===== config.mk =====
export PLATFORM = sky130hd
export DESIGN_NAME = multicycle_control_flat
export DESIGN_NICKNAME = d
export VERILOG_FILES = /design/src/rtl/multicycle_control_if.sv /design/src/rtl/multicycle_control.sv /design/src/flat_wrapper.sv
export SDC_FILE = /design/constraint.sdc
export NUM_CORES = 1
export LEC_CHECK = 0
export ABC_CLOCK_PERIOD_IN_PS = 2600
export CAP_MARGIN = 20
export CORE_AREA = 3 3 76 56
export CTS_BUF_LIST = sky130_fd_sc_hd__clkbuf_16
export DETAILED_ROUTE_END_ITERATION = 10
export DIE_AREA = 0 0 79 59
export GPL_ROUTABILITY_DRIVEN = 0
export GPL_TIMING_DRIVEN = 0
export PLACE_DENSITY_LB_ADDON = 0.2
export SYNTH_ARGS = -nofsm -noshare
export SYNTH_HDL_FRONTEND = slang
export SYNTH_SLANG_ARGS = --single-unit
export TNS_END_PERCENT = 10

===== constraint.sdc =====
create_clock -name clk -period 2.6 [get_ports clk]
set_clock_uncertainty 0.15 [all_clocks]
set_input_delay 0.39 -clock clk [delete_from_list [all_inputs] [get_ports clk]]
set_output_delay 0.39 -clock clk [all_outputs]
set_load 0.1 [all_outputs]

===== src/rtl/multicycle_control_if.sv =====
// Control bundle between the multicycle sequencer (master) and the datapath/memories (slave).
interface multicycle_control_if;
   logic        run;
   logic [3:0]  op;
   logic        zero;
   logic        imem_ready;
   logic        dmem_ready;
   logic        imem_req;
   logic        dmem_req;
   logic        ir_we;
   logic        pc_we;
   logic [1:0]  PCsrc;
   logic        m2reg;
   logic        wmem;
   logic        memc;
   logic [2:0]  ALUOp;
   logic        alucsrc;
   logic        wreg;
   logic        jal;
   logic [2:0]  state;
   logic [15:0] retired;

   modport master (
      input  run, op, zero, imem_ready, dmem_ready,
      output imem_req, dmem_req, ir_we, pc_we, PCsrc, m2reg, wmem, memc,
             ALUOp, alucsrc, wreg, jal, state, retired
   );

   modport slave (
      output run, op, zero, imem_ready, dmem_ready,
      input  imem_req, dmem_req, ir_we, pc_we, PCsrc, m2reg, wmem, memc,
             ALUOp, alucsrc, wreg, jal, state, retired
   );
endinterface


===== src/rtl/multicycle_control.sv =====
// Multicycle instruction sequencer: FETCH/DECODE/EXEC/MEM/WB with datapath
// controls decoded from the current state and the opcode held in IR.
module multicycle_control (
   input logic                  clk,
   input logic                  rst_n,
   multicycle_control_if.master bus
);

   typedef enum logic [2:0] {
      IDLE   = 3'd0,
      FETCH  = 3'd1,
      DECODE = 3'd2,
      EXEC   = 3'd3,
      MEM    = 3'd4,
      WB     = 3'd5
   } state_t;

   state_t      cur;
   state_t      nxt;
   logic [15:0] retired_q;
   logic        retire;

   logic        is_alu;
   logic        is_mem;
   logic        is_store;
   logic        is_branch;

   logic        imem_req;
   logic        dmem_req;
   logic        ir_we;
   logic        pc_we;
   logic [1:0]  PCsrc;
   logic        m2reg;
   logic        wmem;
   logic        memc;
   logic [2:0]  ALUOp;
   logic        alucsrc;
   logic        wreg;
   logic        jal;

   assign is_alu    = bus.op[3];
   assign is_mem    = (bus.op[3:2] == 2'b01);
   assign is_store  = is_mem && bus.op[1];
   assign is_branch = (bus.op[3:1] == 3'b001);

   always_ff @(posedge clk or negedge rst_n) begin
      if (!rst_n) begin
         cur       <= IDLE;
         retired_q <= '0;
      end else begin
         cur <= nxt;
         if (retire) retired_q <= retired_q + 16'd1;
      end
   end

   always_comb begin
      nxt      = cur;
      retire   = 1'b0;
      imem_req = 1'b0;
      dmem_req = 1'b0;
      ir_we    = 1'b0;
      pc_we    = 1'b0;
      PCsrc    = 2'b00;
      m2reg    = 1'b0;
      wmem     = 1'b0;
      memc     = 1'b0;
      ALUOp    = 3'd0;
      alucsrc  = 1'b0;
      wreg     = 1'b0;
      jal      = 1'b0;

      case (cur)
         IDLE: begin
            if (bus.run) nxt = FETCH;
         end
         FETCH: begin
            imem_req = 1'b1;
            if (bus.imem_ready) begin
               ir_we = 1'b1;
               nxt   = DECODE;
            end
         end
         DECODE: begin
            nxt = EXEC;
         end
         EXEC: begin
            if (is_alu) begin
               ALUOp   = {1'b0, bus.op[1:0]};
               alucsrc = bus.op[2];
               nxt     = WB;
            end else if (is_mem) begin
               alucsrc = 1'b1;
               nxt     = MEM;
            end else if (is_branch) begin
               ALUOp  = bus.op[0] ? 3'd5 : 3'd4;
               pc_we  = 1'b1;
               PCsrc  = bus.zero ? 2'b01 : 2'b00;
               retire = 1'b1;
            end else begin
               // jal/jalr: link write and PC update share the same final cycle
               wreg   = 1'b1;
               jal    = 1'b1;
               pc_we  = 1'b1;
               PCsrc  = bus.op[0] ? 2'b10 : 2'b01;
               retire = 1'b1;
            end
         end
         MEM: begin
            dmem_req = 1'b1;
            alucsrc  = 1'b1;
            memc     = bus.op[0];
            wmem     = bus.op[1];
            if (bus.dmem_ready) begin
               if (is_store) begin
                  pc_we  = 1'b1;
                  retire = 1'b1;
               end else begin
                  nxt = WB;
               end
            end
         end
         WB: begin
            wreg   = 1'b1;
            pc_we  = 1'b1;
            retire = 1'b1;
            if (is_alu) begin
               ALUOp   = {1'b0, bus.op[1:0]};
               alucsrc = bus.op[2];
            end else begin
               m2reg = 1'b1;
               memc  = bus.op[0];
            end
         end
         default: begin
            nxt = IDLE;
         end
      endcase

      // run is only consulted at instruction boundaries
      if (retire) nxt = bus.run ? FETCH : IDLE;
   end

   assign bus.imem_req = imem_req;
   assign bus.dmem_req = dmem_req;
   assign bus.ir_we    = ir_we;
   assign bus.pc_we    = pc_we;
   assign bus.PCsrc    = PCsrc;
   assign bus.m2reg    = m2reg;
   assign bus.wmem     = wmem;
   assign bus.memc     = memc;
   assign bus.ALUOp    = ALUOp;
   assign bus.alucsrc  = alucsrc;
   assign bus.wreg     = wreg;
   assign bus.jal      = jal;
   assign bus.state    = cur;
   assign bus.retired  = retired_q;

   a_mem_confined: assert property (@(posedge clk) disable iff (!rst_n)
      (wmem || dmem_req) |-> (cur == MEM));

   a_wreg_window: assert property (@(posedge clk) disable iff (!rst_n)
      wreg |-> !(cur inside {FETCH, DECODE, MEM}));

endmodule


===== src/flat_wrapper.sv =====
// flat-port wrapper written by rule: the top's interface ports become plain ports
module multicycle_control_flat 
  (clk, rst_n, bus_run, bus_op, bus_zero, bus_imem_ready, bus_dmem_ready, bus_imem_req, bus_dmem_req, bus_ir_we, bus_pc_we, bus_PCsrc, bus_m2reg, bus_wmem, bus_memc, bus_ALUOp, bus_alucsrc, bus_wreg, bus_jal, bus_state, bus_retired);
  multicycle_control_if bus_i ();
  input logic clk;
  input logic rst_n;
  input wire logic [$bits(bus_i.run)-1:0] bus_run;
  input wire logic [$bits(bus_i.op)-1:0] bus_op;
  input wire logic [$bits(bus_i.zero)-1:0] bus_zero;
  input wire logic [$bits(bus_i.imem_ready)-1:0] bus_imem_ready;
  input wire logic [$bits(bus_i.dmem_ready)-1:0] bus_dmem_ready;
  output wire logic [$bits(bus_i.imem_req)-1:0] bus_imem_req;
  output wire logic [$bits(bus_i.dmem_req)-1:0] bus_dmem_req;
  output wire logic [$bits(bus_i.ir_we)-1:0] bus_ir_we;
  output wire logic [$bits(bus_i.pc_we)-1:0] bus_pc_we;
  output wire logic [$bits(bus_i.PCsrc)-1:0] bus_PCsrc;
  output wire logic [$bits(bus_i.m2reg)-1:0] bus_m2reg;
  output wire logic [$bits(bus_i.wmem)-1:0] bus_wmem;
  output wire logic [$bits(bus_i.memc)-1:0] bus_memc;
  output wire logic [$bits(bus_i.ALUOp)-1:0] bus_ALUOp;
  output wire logic [$bits(bus_i.alucsrc)-1:0] bus_alucsrc;
  output wire logic [$bits(bus_i.wreg)-1:0] bus_wreg;
  output wire logic [$bits(bus_i.jal)-1:0] bus_jal;
  output wire logic [$bits(bus_i.state)-1:0] bus_state;
  output wire logic [$bits(bus_i.retired)-1:0] bus_retired;
  assign bus_i.run = bus_run;
  assign bus_i.op = bus_op;
  assign bus_i.zero = bus_zero;
  assign bus_i.imem_ready = bus_imem_ready;
  assign bus_i.dmem_ready = bus_dmem_ready;
  assign bus_imem_req = bus_i.imem_req;
  assign bus_dmem_req = bus_i.dmem_req;
  assign bus_ir_we = bus_i.ir_we;
  assign bus_pc_we = bus_i.pc_we;
  assign bus_PCsrc = bus_i.PCsrc;
  assign bus_m2reg = bus_i.m2reg;
  assign bus_wmem = bus_i.wmem;
  assign bus_memc = bus_i.memc;
  assign bus_ALUOp = bus_i.ALUOp;
  assign bus_alucsrc = bus_i.alucsrc;
  assign bus_wreg = bus_i.wreg;
  assign bus_jal = bus_i.jal;
  assign bus_state = bus_i.state;
  assign bus_retired = bus_i.retired;
  multicycle_control u_core (.clk(clk), .rst_n(rst_n), .bus(bus_i));
endmodule

==> Flow_metrics.wiki <==
{| class="wikitable"
! Metric !! Value
|-
| CP peak stage delay || 0.88 ns
|-
| Clock latency on the worst-skew pair || 0.25 ns
|-
| Number of clock buffers inserted by TritonCTS || 3
|-
| Gate family responsible for the most delay along the worst path || buffers and inverters
|-
| Number of instances resized during post-cts repair || 56
|-
| End-of-flow core utilization || 52.0%
|-
| Buffers from clock root to sink, at most || 2
|-
| Final Slew Violations || 0
|-
| Routed wire length per instance || 14.0 um
|-
| Number of cells produced by synthesis || 120
|-
| Final critical path time including I/O delays and setup || 2.54 ns
|-
| CP Launch Type || flop
|-
| Final worst-path cycle share || 97.7%
|-
| Ports placed on the boundary || 44
|-
| Ant diodes || 0
|-
| Internal power of the cells || 861 uW
|-
| Setup crit end kind || output pin
|-
| Initial antenna violation count || 0
|-
| Nets || 177
|-
| Number of placement rows || 18
|-
| Seq pwr share || 21.5%
|-
| Data required time of the worst path || 2.06 ns
|-
| Core Footprint || 3560 um2
|-
| Yosys synthesis warning count || 0
|-
| Clock tree from TritonCTS || built
|-
| Accumulated negative setup slack || 0 ns
|-
| Number of global-route vias before repair || 1013
|-
| Clock Tree Root || clkbuf_16
|-
| Count of buffers from port buffering || 41
|-
| Fmax || 394 MHz
|-
| Minimum hold slack || 0.318 ns
|-
| Net count after synthesis || 131
|-
| Leakage component of the power || 0.793 nW
|-
| Avg Cell Area, Syn || 10.3 um2
|-
| H-tree depth || 1
|-
| Setup repair after global routing missed its margin || false
|-
| Initial cell density of the core || 34.8%
|-
| Antenna violation net count after detailed routing || 0
|-
| Overall overflow remaining after global route || 0
|-
| Max IR drop VDD || 1.13 mV
|-
| Total standard cell area after synthesis || 1240 um2
|-
| Area of the multi-input gates || 751 um2
|-
| Share of total power in the clock network || 16.7%
|-
| Sequential element share of the synthesized area || 38.3%
|-
| Overall Global Routing Usage || 13.5%
|-
| Area added between synthesis and finish || 49.1%
|-
| Sequential cell area in the final layout || 487 um2
|-
| Detailed placer's ending HPWL || 2340 um
|-
| Async set-reset flop share out of synthesis || 100%
|-
| Max stage delay cell, worst path || dlygate4sd2_1
|-
| Total via count after detailed routing || 1086
|-
| Post-synthesis cell type count || 44
|-
| Max-capacitance violation count || 0
|-
| Number of flops mapped to enable cells by yosys || 0
|-
| Via-per-instance ratio || 5.05
|-
| Drt initial violations || 44
|-
| Power density of the placed cells || 1010 nW/um2
|-
| Cts-stage hold buffer count || 0
|-
| Pwr Total || 1.87 mW
|-
| Die width || 79 um
|-
| Die footprint || 4660 um2
|-
| Switching component of the power || 1.01 mW
|-
| Total Routed Length || 3010 um
|-
| Number of DRC violations after detailed routing || 0
|-
| Post-CTS Repair Setup Buffers || 0
|-
| Floorplan die height || 59 um
|-
| WS Path Type || flop to output pin
|-
| Sequence of cells on the critical path || buf_2 -> nor3b_4 -> dlygate4sd2_1
|-
| Min-delay worst type || flop to flop
|-
| Max Fanout on Critical Path || 10
|-
| First-pass GRT wire length || 4990 um
|-
| Result of the run || complete, no violations
|-
| Slew of the pin with the lowest slew margin || 0.976 ns
|-
| Share of layout cells above drive strength 1 || 33.3%
|-
| Clock slew at reported path FFs || 0.05 ns
|-
| Final setup violation count || 0
|-
| Number of buffer and inverter instances along the worst setup path || 2
|-
| Number of inserted filler cells in the final layout || 339
|-
| Number of placed cells counting well taps || 211
|-
| Largest net degree at the start of global routing || 20
|-
| Filler-free cell count of the finished design || 215
|-
| Sink Count || 19
|-
| Crit path arrival time || 2.00 ns
|-
| Relative contribution of combinational cells to total power || 61.8%
|-
| TritonRoute pass-1 iters || 4
|-
| Total count of hold-check failures in the final report || 0
|-
| Worst slew margin || 34.7%
|-
| Sw frac || 53.9%
|-
| Top flip-flop cell by instance count after synthesis || dfrtp_1
|-
| Number of register bits inferred by synthesis || 19
|}
==> cell usage after synthesis, drive strengths merged (2+ instances only) <==
library cell / number / share of area, %
a211oi: 3 / 2.6
nand3: 8 / 3.2
nand2: 6 / 1.8
buf: 6 / 3.6
nand2b: 3 / 2.1
nand4: 2 / 2.2
and2: 2 / 1.0
dfrtp: 19 / 38
xor2: 13 / 9.2
nor2b: 2 / 1.6
nor2: 6 / 1.8
nand3b: 2 / 1.2
o21ai: 2 / 1.1
a21oi: 7 / 2.8
a2111oi: 5 / 6.1
inv: 5 / 1.5
a21boi: 4 / 2.4
and3: 4 / 2.0
xnor2: 3 / 2.1
o211ai: 2 / 1.2
==> power groups by stage <==
| stage | registers, mW | logic, mW | clock network, mW |
|---|---|---|---|
| 3_3_place_gp | 0.405 | 1.16 | 0 |
| 2_1_floorplan | 0.728 | 0.606 | 0 |
| 6_report | 0.402 | 1.15 | 0.312 |
| 4_1_cts | 0.403 | 1.16 | 0.318 |
| 3_5_place_dp | 0.406 | 1.17 | 0 |
| 5_1_grt | 0.412 | 1.20 | 0.335 |
==> path summary, 6_finish.rpt <==
check	endpoint	depth (start not counted)	slack (ns)	from
max	bus_imem_req	3	0.06	u_core.bus.state[0]
min	u_core.bus.retired[15]	1	0.32	u_core.bus.retired[15]
max reg2reg	u_core.bus.retired[14]	8	0.56	u_core.bus.state[1]
min reg2reg	u_core.bus.retired[15]	1	0.32	u_core.bus.retired[15]
max in group asynchronous	u_core.bus.state[1]	1	1.18	rst_n
min in group asynchronous	u_core.bus.retired[14]	1	0.48	rst_n
==> area by class of cell <==
type                    instances  area share (%)
plain buffers                   7            2.64
multi-input cells              88            40.6
repair buffers                 41            21.4
flip-flops and latches         19            26.3
inverters                       6            1.29
clock inverters                 1           0.271
well taps                      50            3.38
clock buffers                   3            4.06
==> per-layer routing <==
layer	wire length (um)	global-route usage [%]	part of all wire [%]
met5	0	0	0
met4	0	0	0
met3	151	4.41	5.0
met2	1330	19.4	44
met1	1520	20.8	51
==> cells in the final DEF (no fill, tap or decap), types with 4 or more instances in the layout <==
master,instances
clkdlybuf4s50_1,26
dfrtp_1,16
xor2_1,13
nand3_1,8
a21oi_1,6
inv_1,5
nand2_1,5
a2111oi_2,5
clkdlybuf4s15_2,5
buf_2,4
and3_1,4
buf_4,4
==> worst reg2reg max path: cells and delay by family (launching register included) <==
kind	cells	cell delay, ns
buffers and inverters	3	0.50
DFF	1	0.47
and+or+nand+nor	3	0.46
AOI/OAI and AO/OA	1	0.21
xor gates and xnor gates	1	0.17
==> cell families (layout without fill, tap and decap cells) <==
| logic type | Yosys count | in the layout | share of synthesized area [%] |
|---|---|---|---|
| simple gates | 39 | 39 | 20.8 |
| compound gates | 30 | 30 | 21.0 |
| flops | 19 | 19 | 38.3 |
| xor+xnor | 16 | 16 | 11.3 |
| buf+inv | 13 | 58 | 5.85 |
| mux | 2 | 2 | 1.72 |
| fa+ha+maj | 1 | 1 | 1.01 |
==> stage by stage <==
| step | setup slack, ns | cell area, um2 |
|---|---|---|
| 6_report | 0.0607 | 1850 |
| 5_1_grt | 0.00578 | 1850 |
| 3_3_place_gp | -0.745 | 1780 |
| 4_1_cts | -0.146 | 1850 |
| 2_1_floorplan | -0.299 | 1310 |
| 3_5_place_dp | -0.774 | 1780 |
==> flip-flops by register name, summed over array words and instances (netlist names) <==
register / count
u_core.bus.retired: 16
u_core.bus.state: 3
Power figures use the tool's default switching activity.
